File: src/rtl/alu_pkg.sv
// Shared types and default widths for the ALU command master and its latency timer.
package alu_pkg;

  localparam int ALU_DATA_W    = 8;
  localparam int ALU_OP_W      = 3;
  localparam int ALU_OUT_W     = 16;
  localparam int ALU_LAT_CNT_W = 4;

  typedef enum logic {
    ALU_MODE_A = 1'b0,
    ALU_MODE_B = 1'b1
  } alu_mode_e;

  typedef enum logic [2:0] {
    ST_IDLE    = 3'd0,
    ST_DRIVE   = 3'd1,
    ST_WAIT    = 3'd2,
    ST_IRQ_CLR = 3'd3,
    ST_RESP    = 3'd4
  } alu_cmd_state_e;

  typedef struct packed {
    alu_mode_e             mode;
    logic [ALU_OP_W-1:0]   op;
    logic [ALU_DATA_W-1:0] a;
    logic [ALU_DATA_W-1:0] b;
  } alu_cmd_t;

  // Statistics counters wrap naturally from 16'hFFFF to 16'h0000.
  function automatic logic [15:0] stat_inc(input logic [15:0] v);
    return v + 16'd1;
  endfunction

endpackage

File: src/rtl/alu_lat_timer.sv
// Down-counter that measures the fixed ALU result latency; o_done is registered
// and rises in the last WAIT cycle before alu_out is sampled.
module alu_lat_timer
  import alu_pkg::*;
#(
  parameter int LATENCY = 2
) (
  input  logic i_clk,
  input  logic i_rst_n,
  input  logic i_load,
  input  logic i_en,
  output logic o_done
);

  logic [ALU_LAT_CNT_W-1:0] r_cnt;

  // Load LATENCY-1 on DRIVE, then count down once per WAIT cycle.
  always_ff @(posedge i_clk) begin
    if (!i_rst_n) begin
      r_cnt  <= '0;
      o_done <= 1'b0;
    end else if (i_load) begin
      r_cnt  <= ALU_LAT_CNT_W'(LATENCY - 1);
      o_done <= (LATENCY == 1);
    end else if (i_en) begin
      r_cnt  <= r_cnt - ALU_LAT_CNT_W'(1);
      o_done <= (r_cnt == ALU_LAT_CNT_W'(1));
    end
  end

endmodule

File: src/rtl/alu_cmd_master.sv
// Drives the ALU pin interface for one host command at a time and returns the result.
// Optional macro ALU_CMD_STATS_EN adds accepted-command and irq-clear counters.
module alu_cmd_master
  import alu_pkg::*;
#(
  parameter int DATA_W  = ALU_DATA_W,
  parameter int OP_W    = ALU_OP_W,
  parameter int OUT_W   = ALU_OUT_W,
  parameter int LATENCY = 2
) (
  input  logic              alu_clk,
  input  logic              alu_rst_n,
  input  logic              cmd_valid,
  output logic              cmd_ready,
  input  logic              cmd_mode,
  input  logic [OP_W-1:0]   cmd_op,
  input  logic [DATA_W-1:0] cmd_a,
  input  logic [DATA_W-1:0] cmd_b,
  output logic              rsp_valid,
  input  logic              rsp_ready,
  output logic [OUT_W-1:0]  rsp_data,
  output logic              rsp_irq,
  output logic              alu_enable,
  output logic              alu_enable_a,
  output logic              alu_enable_b,
  output logic [OP_W-1:0]   alu_op_a,
  output logic [OP_W-1:0]   alu_op_b,
  output logic [DATA_W-1:0] alu_in_a,
  output logic [DATA_W-1:0] alu_in_b,
  output logic              alu_irq_clr,
  input  logic [OUT_W-1:0]  alu_out,
`ifdef ALU_CMD_STATS_EN
  output logic [15:0]       stat_cmd_cnt,
  output logic [15:0]       stat_irq_cnt,
`endif
  input  logic              alu_irq
);

  alu_cmd_state_e r_state;
  alu_cmd_t       w_cmd;
  logic           w_lat_load;
  logic           w_lat_en;
  logic           w_lat_done;

  assign w_cmd      = '{mode: alu_mode_e'(cmd_mode), op: cmd_op, a: cmd_a, b: cmd_b};
  assign w_lat_load = (r_state == ST_DRIVE);
  assign w_lat_en   = (r_state == ST_WAIT) && !w_lat_done;

  alu_lat_timer #(
    .LATENCY(LATENCY)
  ) u_lat_timer (
    .i_clk  (alu_clk),
    .i_rst_n(alu_rst_n),
    .i_load (w_lat_load),
    .i_en   (w_lat_en),
    .o_done (w_lat_done)
  );

  // Command sequencer; every pin and response output is a register updated here.
  always_ff @(posedge alu_clk) begin
    if (!alu_rst_n) begin
      r_state      <= ST_IDLE;
      cmd_ready    <= 1'b1;
      rsp_valid    <= 1'b0;
      rsp_data     <= '0;
      rsp_irq      <= 1'b0;
      alu_enable   <= 1'b0;
      alu_enable_a <= 1'b0;
      alu_enable_b <= 1'b0;
      alu_op_a     <= '0;
      alu_op_b     <= '0;
      alu_in_a     <= '0;
      alu_in_b     <= '0;
      alu_irq_clr  <= 1'b0;
    end else begin
      case (r_state)
        ST_IDLE: begin
          if (cmd_valid) begin
            cmd_ready    <= 1'b0;
            alu_enable   <= 1'b1;
            alu_enable_a <= (w_cmd.mode == ALU_MODE_A);
            alu_enable_b <= (w_cmd.mode == ALU_MODE_B);
            alu_op_a     <= (w_cmd.mode == ALU_MODE_A) ? w_cmd.op : '0;
            alu_op_b     <= (w_cmd.mode == ALU_MODE_B) ? w_cmd.op : '0;
            alu_in_a     <= w_cmd.a;
            alu_in_b     <= w_cmd.b;
            r_state      <= ST_DRIVE;
          end
        end
        ST_DRIVE: begin
          // Operands and opcodes stay on the pins; only the enables are one-shot.
          alu_enable   <= 1'b0;
          alu_enable_a <= 1'b0;
          alu_enable_b <= 1'b0;
          r_state      <= ST_WAIT;
        end
        ST_WAIT: begin
          if (w_lat_done) begin
            rsp_data <= alu_out;
            rsp_irq  <= alu_irq;
            if (alu_irq) begin
              alu_irq_clr <= 1'b1;
              r_state     <= ST_IRQ_CLR;
            end else begin
              rsp_valid <= 1'b1;
              r_state   <= ST_RESP;
            end
          end
        end
        ST_IRQ_CLR: begin
          alu_irq_clr <= 1'b0;
          rsp_valid   <= 1'b1;
          r_state     <= ST_RESP;
        end
        ST_RESP: begin
          if (rsp_ready) begin
            rsp_valid <= 1'b0;
            cmd_ready <= 1'b1;
            r_state   <= ST_IDLE;
          end
        end
        default: begin
          r_state      <= ST_IDLE;
          cmd_ready    <= 1'b1;
          rsp_valid    <= 1'b0;
          alu_enable   <= 1'b0;
          alu_enable_a <= 1'b0;
          alu_enable_b <= 1'b0;
          alu_irq_clr  <= 1'b0;
        end
      endcase
    end
  end

`ifdef ALU_CMD_STATS_EN
  // Accepted-command and IRQ_CLR-entry counters.
  always_ff @(posedge alu_clk) begin
    if (!alu_rst_n) begin
      stat_cmd_cnt <= 16'd0;
      stat_irq_cnt <= 16'd0;
    end else begin
      if ((r_state == ST_IDLE) && cmd_valid) begin
        stat_cmd_cnt <= stat_inc(stat_cmd_cnt);
      end
      if ((r_state == ST_WAIT) && w_lat_done && alu_irq) begin
        stat_irq_cnt <= stat_inc(stat_irq_cnt);
      end
    end
  end
`endif

endmodule

File: config.mk
export PLATFORM = sky130hd
export DESIGN_NAME = alu_cmd_master
export DESIGN_NICKNAME = d
export VERILOG_FILES = /design/src/rtl/alu_pkg.sv /design/src/rtl/alu_lat_timer.sv /design/src/rtl/alu_cmd_master.sv
export SDC_FILE = /design/constraint.sdc
export NUM_CORES = 1
export LEC_CHECK = 0
export CAP_MARGIN = 20
export CORE_ASPECT_RATIO = 0.5
export CORE_UTILIZATION = 39
export CTS_BUF_LIST = sky130_fd_sc_hd__clkbuf_8 sky130_fd_sc_hd__clkbuf_16
export DETAILED_ROUTE_END_ITERATION = 8
export HOLD_SLACK_MARGIN = 0.12
export PLACE_DENSITY_LB_ADDON = 0.2
export SLEW_MARGIN = 10
export SYNTH_ARGS = -nofsm -noshare
export SYNTH_HDL_FRONTEND = slang
export SYNTH_HIERARCHICAL = 1
export SYNTH_SLANG_ARGS = --single-unit
export TNS_END_PERCENT = 10
File: constraint.sdc
create_clock -name alu_clk -period 1.5 [get_ports alu_clk]
set_input_delay 0.15 -clock alu_clk [delete_from_list [all_inputs] [get_ports alu_clk]]
set_output_delay 0.15 -clock alu_clk [all_outputs]
set_load 0.05 [all_outputs]
Yosys cells after proc, flatten, opt, wreduce, memory -nomap -nowiden
Cells that the tools add are included.
W data, S select, Z words.

operators by class
  $add $sub $neg = 1
  multipliers = 0
  divide/modulo/power cells = 0
  $lt $le $gt $ge = 0
  equal/unequal tests = 10
  shift operators = 0
  mux-type cells = 25
  bitwise gates (word level) = 6
  reduce and logical (&&, ||, !) cells = 16

operators with widths
  kind                   count
  $mux W3                6
  $pmux W3 S5            1
  $mux W1                12
  $reduce_and A3 Y1      3
  $reduce_or A3 Y1       3
  $ne A2 B2 Y1 const B   4
  $pmux W1 S2            4
  $eq A3 B2 Y1 const B   2
  $not A1 Y1             6
  $reduce_and A2 Y1      3
  $eq A4 B1 Y1 const B   1
  $pmux W1 S4            1
  $reduce_and A4 Y1      1
  $reduce_or A2 Y1       2
  $sub A4 B1 Y4 const B  1
  $eq A3 B1 Y1 const B   1
  $eq A3 B3 Y1 const B   1
  $logic_not A3 Y1       1
  $pmux W1 S3            1
  $ne A2 B1 Y1 const B   1
  $reduce_bool A2 Y1     1
  $logic_and A1 B1 Y1    1
  $logic_not A1 Y1       1

storage, ports and cells
  bits in registers = 53
  latch bits = 0
  bits in writable memories = 0
  memory bits (read-only) = 0
  input port bits = 41
  output and inout bits = 45
  word-level logic and storage cells = 74
  memories kept = 0

Depth between registers and ports, before layout
Gate-level depths: netlist of run 1.

  depth after elaboration = 4
  mapped depth = 6
  gate-level depth less buffers = 4

Hierarchy
The synthesis of run 1 kept the hierarchy.

modules (own cells, without submodules)
  module          times used  cells an instance  area an instance (µm²)  seq. area each (µm²)
  alu_cmd_master  1           229                1968.1                  960.9
  alu_lat_timer   1           25                 260.2                   100.1

Worst setup path before layout of run 1
OpenSTA, ideal clock, no wires.

  path kind = register -> register
  start point = register r_state[2]
  end point = register u_lat_timer.r_cnt[3]
  library setup time = 0.072 ns
  arrival time = 1.444 ns
  data required time = 1.428 ns
  setup slack = -0.015 ns
  cell stages (with the launch flop) = 7
  path buffers = 3
  period minus slack after synthesis = 1.515 ns
  path through = dfxtp_1 > clkbuf_2 > buf_4 > nor4b_1 > buf_4 > nor4b_2 > mux2i_1

on the way
  word-level cells in the longest chain between the ends = 2
  elaborated cells on any way between the ends = 4
  those cells by class = 2 x eq/ne; 2 x reduce/logical

ends and longest elaborated chain
  what                    RTL line              source
  start, declared         alu_cmd_master.sv:39  alu_cmd_state_e r_state;
  start signal, assigned  alu_cmd_master.sv:62  r_state <= ST_IDLE;
  start signal, assigned  alu_cmd_master.sv:87  r_state <= ST_DRIVE;
  start signal, assigned  alu_cmd_master.sv:95  r_state <= ST_WAIT;
  $eq A3 B2 Y1            alu_cmd_master.sv:47  assign w_lat_en = (r_state == ST_WAIT) && !w_lat_done;
  $logic_and A1 B1 Y1     alu_cmd_master.sv:47
  named net w_lat_en      alu_cmd_master.sv:42  logic w_lat_en;
  end signal, assigned    alu_lat_timer.sv:23   r_cnt <= ALU_LAT_CNT_W'(LATENCY - 1);
  end signal, assigned    alu_lat_timer.sv:26   r_cnt <= r_cnt - ALU_LAT_CNT_W'(1);
  end, declared           alu_lat_timer.sv:15   logic [ALU_LAT_CNT_W-1:0] r_cnt;

The timed path passes the listed nets, and every way through them passes these cells.
A chain may end at the register's enable or synchronous reset.

Final worst setup path of run 1
  start point = register r_state[0]
  end point = register alu_in_b[4]

on the way
  word-level cells in the longest chain between the ends = 2

ends and longest elaborated chain
  what                         RTL line              source
  $logic_not A3 Y1             alu_cmd_master.sv:76  case (r_state)
  $reduce_and A2 Y1 (no line)  --
  end signal, assigned         alu_cmd_master.sv:86  alu_in_b <= w_cmd.b;
  end, declared                alu_cmd_master.sv:29  output logic [DATA_W-1:0] alu_in_b,

No other way between the ends.

==> summary.md, run 1 <==
| Metric | Value |
|---|---|
| Area Growth Syn to Fin | 45.3% |
| Yosys warnings | 6 |
| Synth area leaders | dfxtp_1, nand2_1, a21boi_1, o21ai_0, nand3_1 |
| Final setup fails | 0 |
| Setup TNS | 0 ns |
| Flop pwr share | roughly 45% |
| Hold Crit Class | input port to flop |
| # clock sinks | 53 |
| P_leak | about 1.3 nW |
| Distinct cells, synth | 38 |
| Flop2flop setup slack | ~0.13 ns |
| Grt ovf | 0 |
| First-pass GRT wire length | between 8000 and 9000 microns |
| Die Area | about 6000 sq um |
| Final WL | between 5000 and 6000 microns |
| Req. time, crit path | around 1.7 ns |
| Final Instance Area | between 3000 and 4000 sq um |
| Int Power | 2.46 mW |
| Syn Inst Count | approximately 250 |
| Setup crit end kind | flop |
| Layout cells sized above 1 | approximately 23% |
| Worst-Margin Slew | 0.371 ns |
| Initial core utilization | 40.6% |
| Fill cells | 496 |
| TritonCTS clock tree | yes |
| Later-pin clock latency in the skew report | roughly 0.29 ns |
| Placed Instance Area | around 3100 sq um |
| Status | complete, no violations |
| Leading area contributor after synthesis | dfxtp_1 |
| Drt drc | 0 |
| Initial DRC count | ~110 |
| Clock transition at path regs | ~0.07 ns |
| Average wire per standard cell | around 12 microns |
| CTS hold repair buffers | 0 |
| Gr usage total | approximately 18% |
| Max IR drop VDD | 598 uV |
| PortBufs | 85 |
| Cell Area, Synth | roughly 2200 sq um |
| Post-synth EDFFs | 0 |
| Ys flop type | dfxtp_1 |
| WP buf/inv | 0 |
| Syn Area/Cell | between 8 and 9 sq um |
| Initial antenna violation count | 0 |
| Routability cong. | between 0.7 and 0.8 |
| Count leader, synth | nand2_1 |
| Die Ht | 55.5 microns |
| Vias in the first global route | 1873 |
| Clock Skew | roughly 0.0038 ns |
| Switching Share | a little under 30% |
| Slowest cell on crit path | or4b_4 |
| Pre-Repair DR Iteration Count | 4 |
| Post-synth top area share | a little under half |
| Logic pwr share | approximately 23% |
| Clock power frac | around a third |
| Synth top cells by count | nand2_1, dfxtp_1, o21ai_0 |
| Achievable frequency | about 0.73 GHz |
| Crit Path Category | flop to flop |
| Hold Violations, Final | 0 |
| Post-CTS Setup Bufs | 0 |
| Flops & latches, synth | 53 |
| I/O pin cnt | 86 |
| Final nets | 384 |
| Psw | 1.04 mW |
| Clk buf depth | 2 |
| Core Box Area | 5490 sq um |
| Slew Limit Fails | 0 |
| Clock Root Buffer | clkbuf_16 |
| Rows | 19 |
| Die W | 109 microns |
| Min cycle time layout | between 1 and 1.5 ns |
| Post-synthesis sequential area ratio | 47.6% |
| Largest delay contributor family on the critical path | simple AND/OR/NAND/NOR gates |
| Max-Slew Margin vs Limit | 75.3% |
| CTS H-Tree Depth | 2 |
| Worst path arrival time | ~1.6 ns |
| Critical path fanouts, max | 22 |
| Inserted Diodes | 0 |
| Worst setup SP type | flop |
| Period utilisation layout | 91.3% |
| RSZ-0062 raised after global routing | false |
| Inserted Clock Buffers | 5 |
| Final HPWL DP | roughly 3800 microns |
| Number of vias per cell | slightly below 5 |
| CP max stage delay | between 0.6 and 0.7 ns |
| FFs w/ async S/R, synth | 0% |
| Synthesized Nets | 297 |
| Via count | 2034 |
| CP Cell Sequence | or4b_4 -> nand2_1 -> a21boi_1 |
| Largest net degree at the start of global routing | 35 |
| P per Cell Area | 1080 nW/um^2 |
| Final ANT Viol Nets | 0 |
| Total of max-cap violations | 0 |
## final timing paths
kind                    from  depth (start not counted)     endpoint
hold / removal     alu_rst_n                          3   r_state[1]
setup reg to reg  r_state[0]                          3  alu_in_b[4]
hold reg to reg   alu_enable                          2   alu_enable
setup / recovery  r_state[0]                          3  alu_in_b[4]
## worst register-to-register path: cells and delay by family (launching register included)
kind            cells  cell delay, ns
simple gates        2            0.81
flops               1            0.38
compound gates      1            0.07
## timing repair
| item | CTS | global route |
|---|---|---|
| setup endpoints to repair | 1 | 15 |
| resized for setup | 1 | 1 |
| pin swaps | 0 | 1 |
## power by group through the flow
stage          clock [mW]  sequential (mW)  combinational, mW
2_1_floorplan           0             1.78              0.313
3_3_place_gp            0             1.58              0.782
3_5_place_dp            0             1.59              0.800
4_1_cts              1.18             1.55              0.805
5_1_grt              1.23             1.56              0.855
6_report             1.15             1.55              0.796
## through the flow
| stage | worst slack (ns) | instances | utilization [%] | total power, mW | hold slack, ns |
|---|---|---|---|---|---|
| floorplan | 0.00590 | 254 | - | 2.09 | 0.268 |
| global placement | -0.0237 | 407 | 56.2 | 2.36 | 0.440 |
| detailed placement | -0.0752 | 407 | 56.2 | 2.39 | 0.448 |
| CTS | 0.0436 | 415 | 58.9 | 3.54 | 0.162 |
| global route | 0.0210 | 415 | 59.0 | 3.65 | 0.181 |
| finish | 0.131 | 415 | 59.0 | 3.49 | 0.163 |
## layer usage
layer  wire length (microns)  global-route usage (%)  share of wire (%)  up-vias
met4                      54                    5.98                1.1        0
met3                     243                    4.84                4.9        7
met1                    2240                    20.8                 45      940
li1                        -                       -                  -     1037
met2                    2470                    30.3                 49       50
met5                       0                       0                  0        -
## cell type report
cell class / count / area [sq um] / area share [%]
clock inverter: 3 / 21.3 / 0.657
sequential: 53 / 1060 / 32.8
clock buffer: 5 / 125 / 3.86
timing repair buffer: 101 / 878 / 27.1
inverter: 3 / 11.3 / 0.348
tap: 73 / 91.3 / 2.82
multi-input combinational: 177 / 1050 / 32.4
## state kept, by name, summed over array words and instances, names as in the netlist
signal and flops:
rsp_data 16, alu_in_a 8, alu_in_b 8, u_lat_timer/r_cnt 4, alu_op_a 3, alu_op_b 3, r_state 3, alu_enable 1
alu_enable_a 1, alu_enable_b 1, alu_irq_clr 1, cmd_ready 1, rsp_irq 1, rsp_valid 1, u_lat_timer/o_done 1
## logic make-up (layout without fill, tap and decap cells)
group | Yosys count | in the layout | synth area share (%)
AOI/OAI and AO/OA | 62 | 62 | 17.9
xor gates and xnor gates | 1 | 1 | 0.393
adders and majority gates | 2 | 2 | 1.12
buffers and inverters | 24 | 112 | 6.68
DFF | 53 | 53 | 47.6
muxes | 3 | 3 | 1.35
and+or+nand+nor | 109 | 109 | 24.9
## layout by cell type (no fill, tap or decap), drive strengths merged, types with 2 or more instances in the layout
cell	count
a21boi	24
a21oi	8
buf	62
clkbuf	5
clkdlybuf4s50	39
dfxtp	53
ha	2
inv	4
mux2i	3
nand2	59
nand2b	5
nand3	21
nand3b	6
nor2	5
nor2b	2
nor4b	3
o21ai	23
or3b	2
or4b	2
(Power assumes the default switching activity.)
==> inputs of run 2 (changes only) <==
--- a/config.mk
+++ b/config.mk
@@ -17,3 +17,2 @@
 export SYNTH_HDL_FRONTEND = slang
-export SYNTH_HIERARCHICAL = 1
 export SYNTH_SLANG_ARGS = --single-unit
--- a/constraint.sdc
+++ b/constraint.sdc
@@ -3,2 +3,2 @@
 set_output_delay 0.15 -clock alu_clk [all_outputs]
-set_load 0.05 [all_outputs]
+set_load 0.1 [all_outputs]
==> summary.md, run 2 <==
| Metric | Value |
|---|---|
| Clk buf depth | 2 |
| Critical path fanouts, max | 3 |
| GR Util met3 | 7.02% |
| Syn Inst Count | between 200 and 300 |
| TritonCTS clock tree | yes |
| Req. time, crit path | between 1.5 and 2 ns |
| Final nets | around 400 |
| Largest delay contributor family on the critical path | simple AND/OR/NAND/NOR gates |
| Vias in the first global route | just over 2000 |
| Initial antenna violation count | 0 |
| Period utilisation layout | about 99% |
| PortBufs | 85 |
| Max-Slew Margin vs Limit | approximately 72% |
| Largest Register | rsp_data |
| Hold Crit Class | input port to flop |
| Initial core utilization | between 40% and 50% |
| Cell Area, Synth | 2140 sq um |
| CP Cell Sequence | buf_4 -> or4b_4 -> or3_1 -> a21oi_2 |
| Total of max-cap violations | 0 |
| Syn Area/Cell | 8.12 sq um |
| Pwr Total | around 3.6 mW |
| Via count | about 2200 |
| Slowest cell on crit path | or4b_4 |
| Worst path arrival time | 1.73 ns |
| Final HPWL DP | 4320 microns |
| CP max stage delay | ~0.46 ns |
| Post-synth top area share | around half |
| Commonest cells after routing, fill and taps aside | nand2_1, dfxtp_1, buf_12 |
| Layout cells sized above 1 | between 20% and 30% |
| Clock transition at path regs | ~0.10 ns |
| Final WL | roughly 5800 microns |
| # clock sinks | 53 |
| Drt drc | 0 |
| Crit Path Category | flop to flop |
| Die W | between 100 and 150 microns |
| Max IR drop VDD | roughly 570 uV |
| Post-synthesis sequential area ratio | approximately half |
| Leading area contributor after synthesis | dfxtp_1 |
| Setup crit end kind | flop |
| Area Growth Syn to Fin | 76.7% |
| WP buf/inv | 1 |
| Initial DRC count | 92 |
| Grt ovf | 0 |
| Min cycle time layout | about 1.5 ns |
| Biggest regs | rsp_data x16, alu_in_a x8, alu_in_b x8 |
| Pre-Repair DR Iteration Count | 4 |
| Largest register FFs | 16 |
| Routability cong. | 0.756 |
| Achievable frequency | a little under 0.7 GHz |
| Setup TNS | 0 ns |
| Core Box Area | a little over 5000 sq um |
| Worst hold slack | slightly below 0.4 ns |
| P per Cell Area | between 900 and 1000 nW/um^2 |
| I/O pin cnt | 86 |
| CTS H-Tree Depth | 2 |
| P_leak | 1.41 nW |
| Number of vias per cell | 5.10 |
| Gr usage total | 20.8% |
| Final ANT Viol Nets | 0 |
| M1 GR Usage | 23.9% |
| Final setup fails | 0 |
| Ys flop type | dfxtp_1 |
| Rows | 18 |
| Die Area | between 5000 and 6000 sq um |
| Fill cells | roughly 370 |
| Count leader, synth | nand2_1 |
| Synth top cells by count | nand2_1, dfxtp_1, a21oi_1 |
| Later-pin clock latency in the skew report | 0.30 ns |
| Inserted Clock Buffers | 5 |
| FFs w/ async S/R, synth | 0% |
| Hold Violations, Final | 0 |
| Post-synth EDFFs | 0 |
| Inserted Diodes | 0 |
| Synth area leaders | dfxtp_1, nand2_1, a21oi_1, o21ai_0, clkbuf_1 |
| Flops & latches, synth | 53 |
| Synthesized Nets | approximately 310 |
| Commonest non-fill, non-tap cell in the layout | nand2_1 |
| Average wire per standard cell | 13.4 microns |
| Slew Limit Fails | 0 |
| CTS hold repair buffers | 0 |
| Grt met2 use | 37.4% |
| Largest net degree at the start of global routing | 23 |
| Clock Root Buffer | clkbuf_8 |
| Die Ht | between 50 and 60 microns |
| Status | complete, no violations |
| Distinct cells, synth | 37 |
| RSZ-0062 raised after global routing | true |
| Worst-Margin Slew | about 0.42 ns |
| Yosys warnings | 0 |
| Global routing's busiest layer | met2 |
| First-pass GRT wire length | 9320 microns |
| Worst setup SP type | flop |
| Clock Skew | 0.00634 ns |
[run 2: cell count changes after synthesis, sizes merged, moves of 5 or more]
cell,delta
nand3,-18
nand2,+15
buf,-7
a21boi,-24
clkbuf,+5
a21oi,+40
o21ai,-14
[run 2: path summary, 6_finish.rpt]
path	start	slack, ns	end	cells after the start
worst max-delay path	r_state[1]	0.01	u_lat_timer.r_cnt[2]	4
worst min register to register	alu_op_b[0]	0.49	alu_op_b[0]	2
worst max register to register	r_state[1]	0.01	u_lat_timer.r_cnt[2]	4
worst min-delay path	cmd_a[3]	0.39	alu_in_a[3]	3
[run 2: stage by stage]
| stage | cell area (sq um) | std cells | setup WS [ns] | util [%] |
|---|---|---|---|---|
| floorplan | 2140 | 264 | 0.0192 | - |
| finish | 3790 | 430 | 0.0144 | 74.1 |
| global route | 3790 | 430 | -0.0410 | 74.1 |
| detailed placement | 3660 | 421 | -0.122 | 71.5 |
| global placement | 3660 | 421 | -0.0747 | 71.5 |
| CTS | 3750 | 429 | 0.00980 | 73.3 |
[run 2: worst min-delay path, delay by kind of cell]
kind                   cells  cell delay, ns
AO/OA/AOI/OAI              1            0.05
AND/OR/NAND/NOR            1            0.06
buffers and inverters      1            0.40
[run 2: kinds of logic after synthesis]
group | count (synthesis) | synth area share [%]
compound gates | 71 | 18.4
fa+ha+maj | 2 | 1.17
buf+inv | 25 | 5.08
flops | 53 | 49.5
simple gates | 113 | 25.8
[run 2: cell type report]
| cell class | instances | area, sq um | share of cell area (%) |
|---|---|---|---|
| timing repair buffer | 107 | 1510 | 39.9 |
| clock buffer | 5 | 68.8 | 1.82 |
| sequential | 53 | 1060 | 28.1 |
| multi-input combinational | 186 | 1020 | 26.8 |
| clock inverter | 3 | 18.8 | 0.495 |
| inverter | 6 | 22.5 | 0.594 |
| tap | 70 | 87.6 | 2.31 |
[run 2: power breakdown]
part | total [mW] | switching [mW] | internal (mW)
Combinational | 1.23 | 0.719 | 0.515
Clock | 0.794 | 0.470 | 0.323
Sequential | 1.58 | 0.0904 | 1.49
[run 2: per-layer routing]
layer / vias up / share of wire, %
met2: 89 / 48
met3: 6 / 8.6
li1: 1088 / -
met4: 0 / 0.97
met1: 1010 / 42
met5: - / 0
[run 2: what timing repair did]
item | in CTS | in global routing
buffers inserted | 0 | 1
setup endpoints to repair | 2 | 17
pin swaps | 1 | 3
resized for setup | 2 | 9
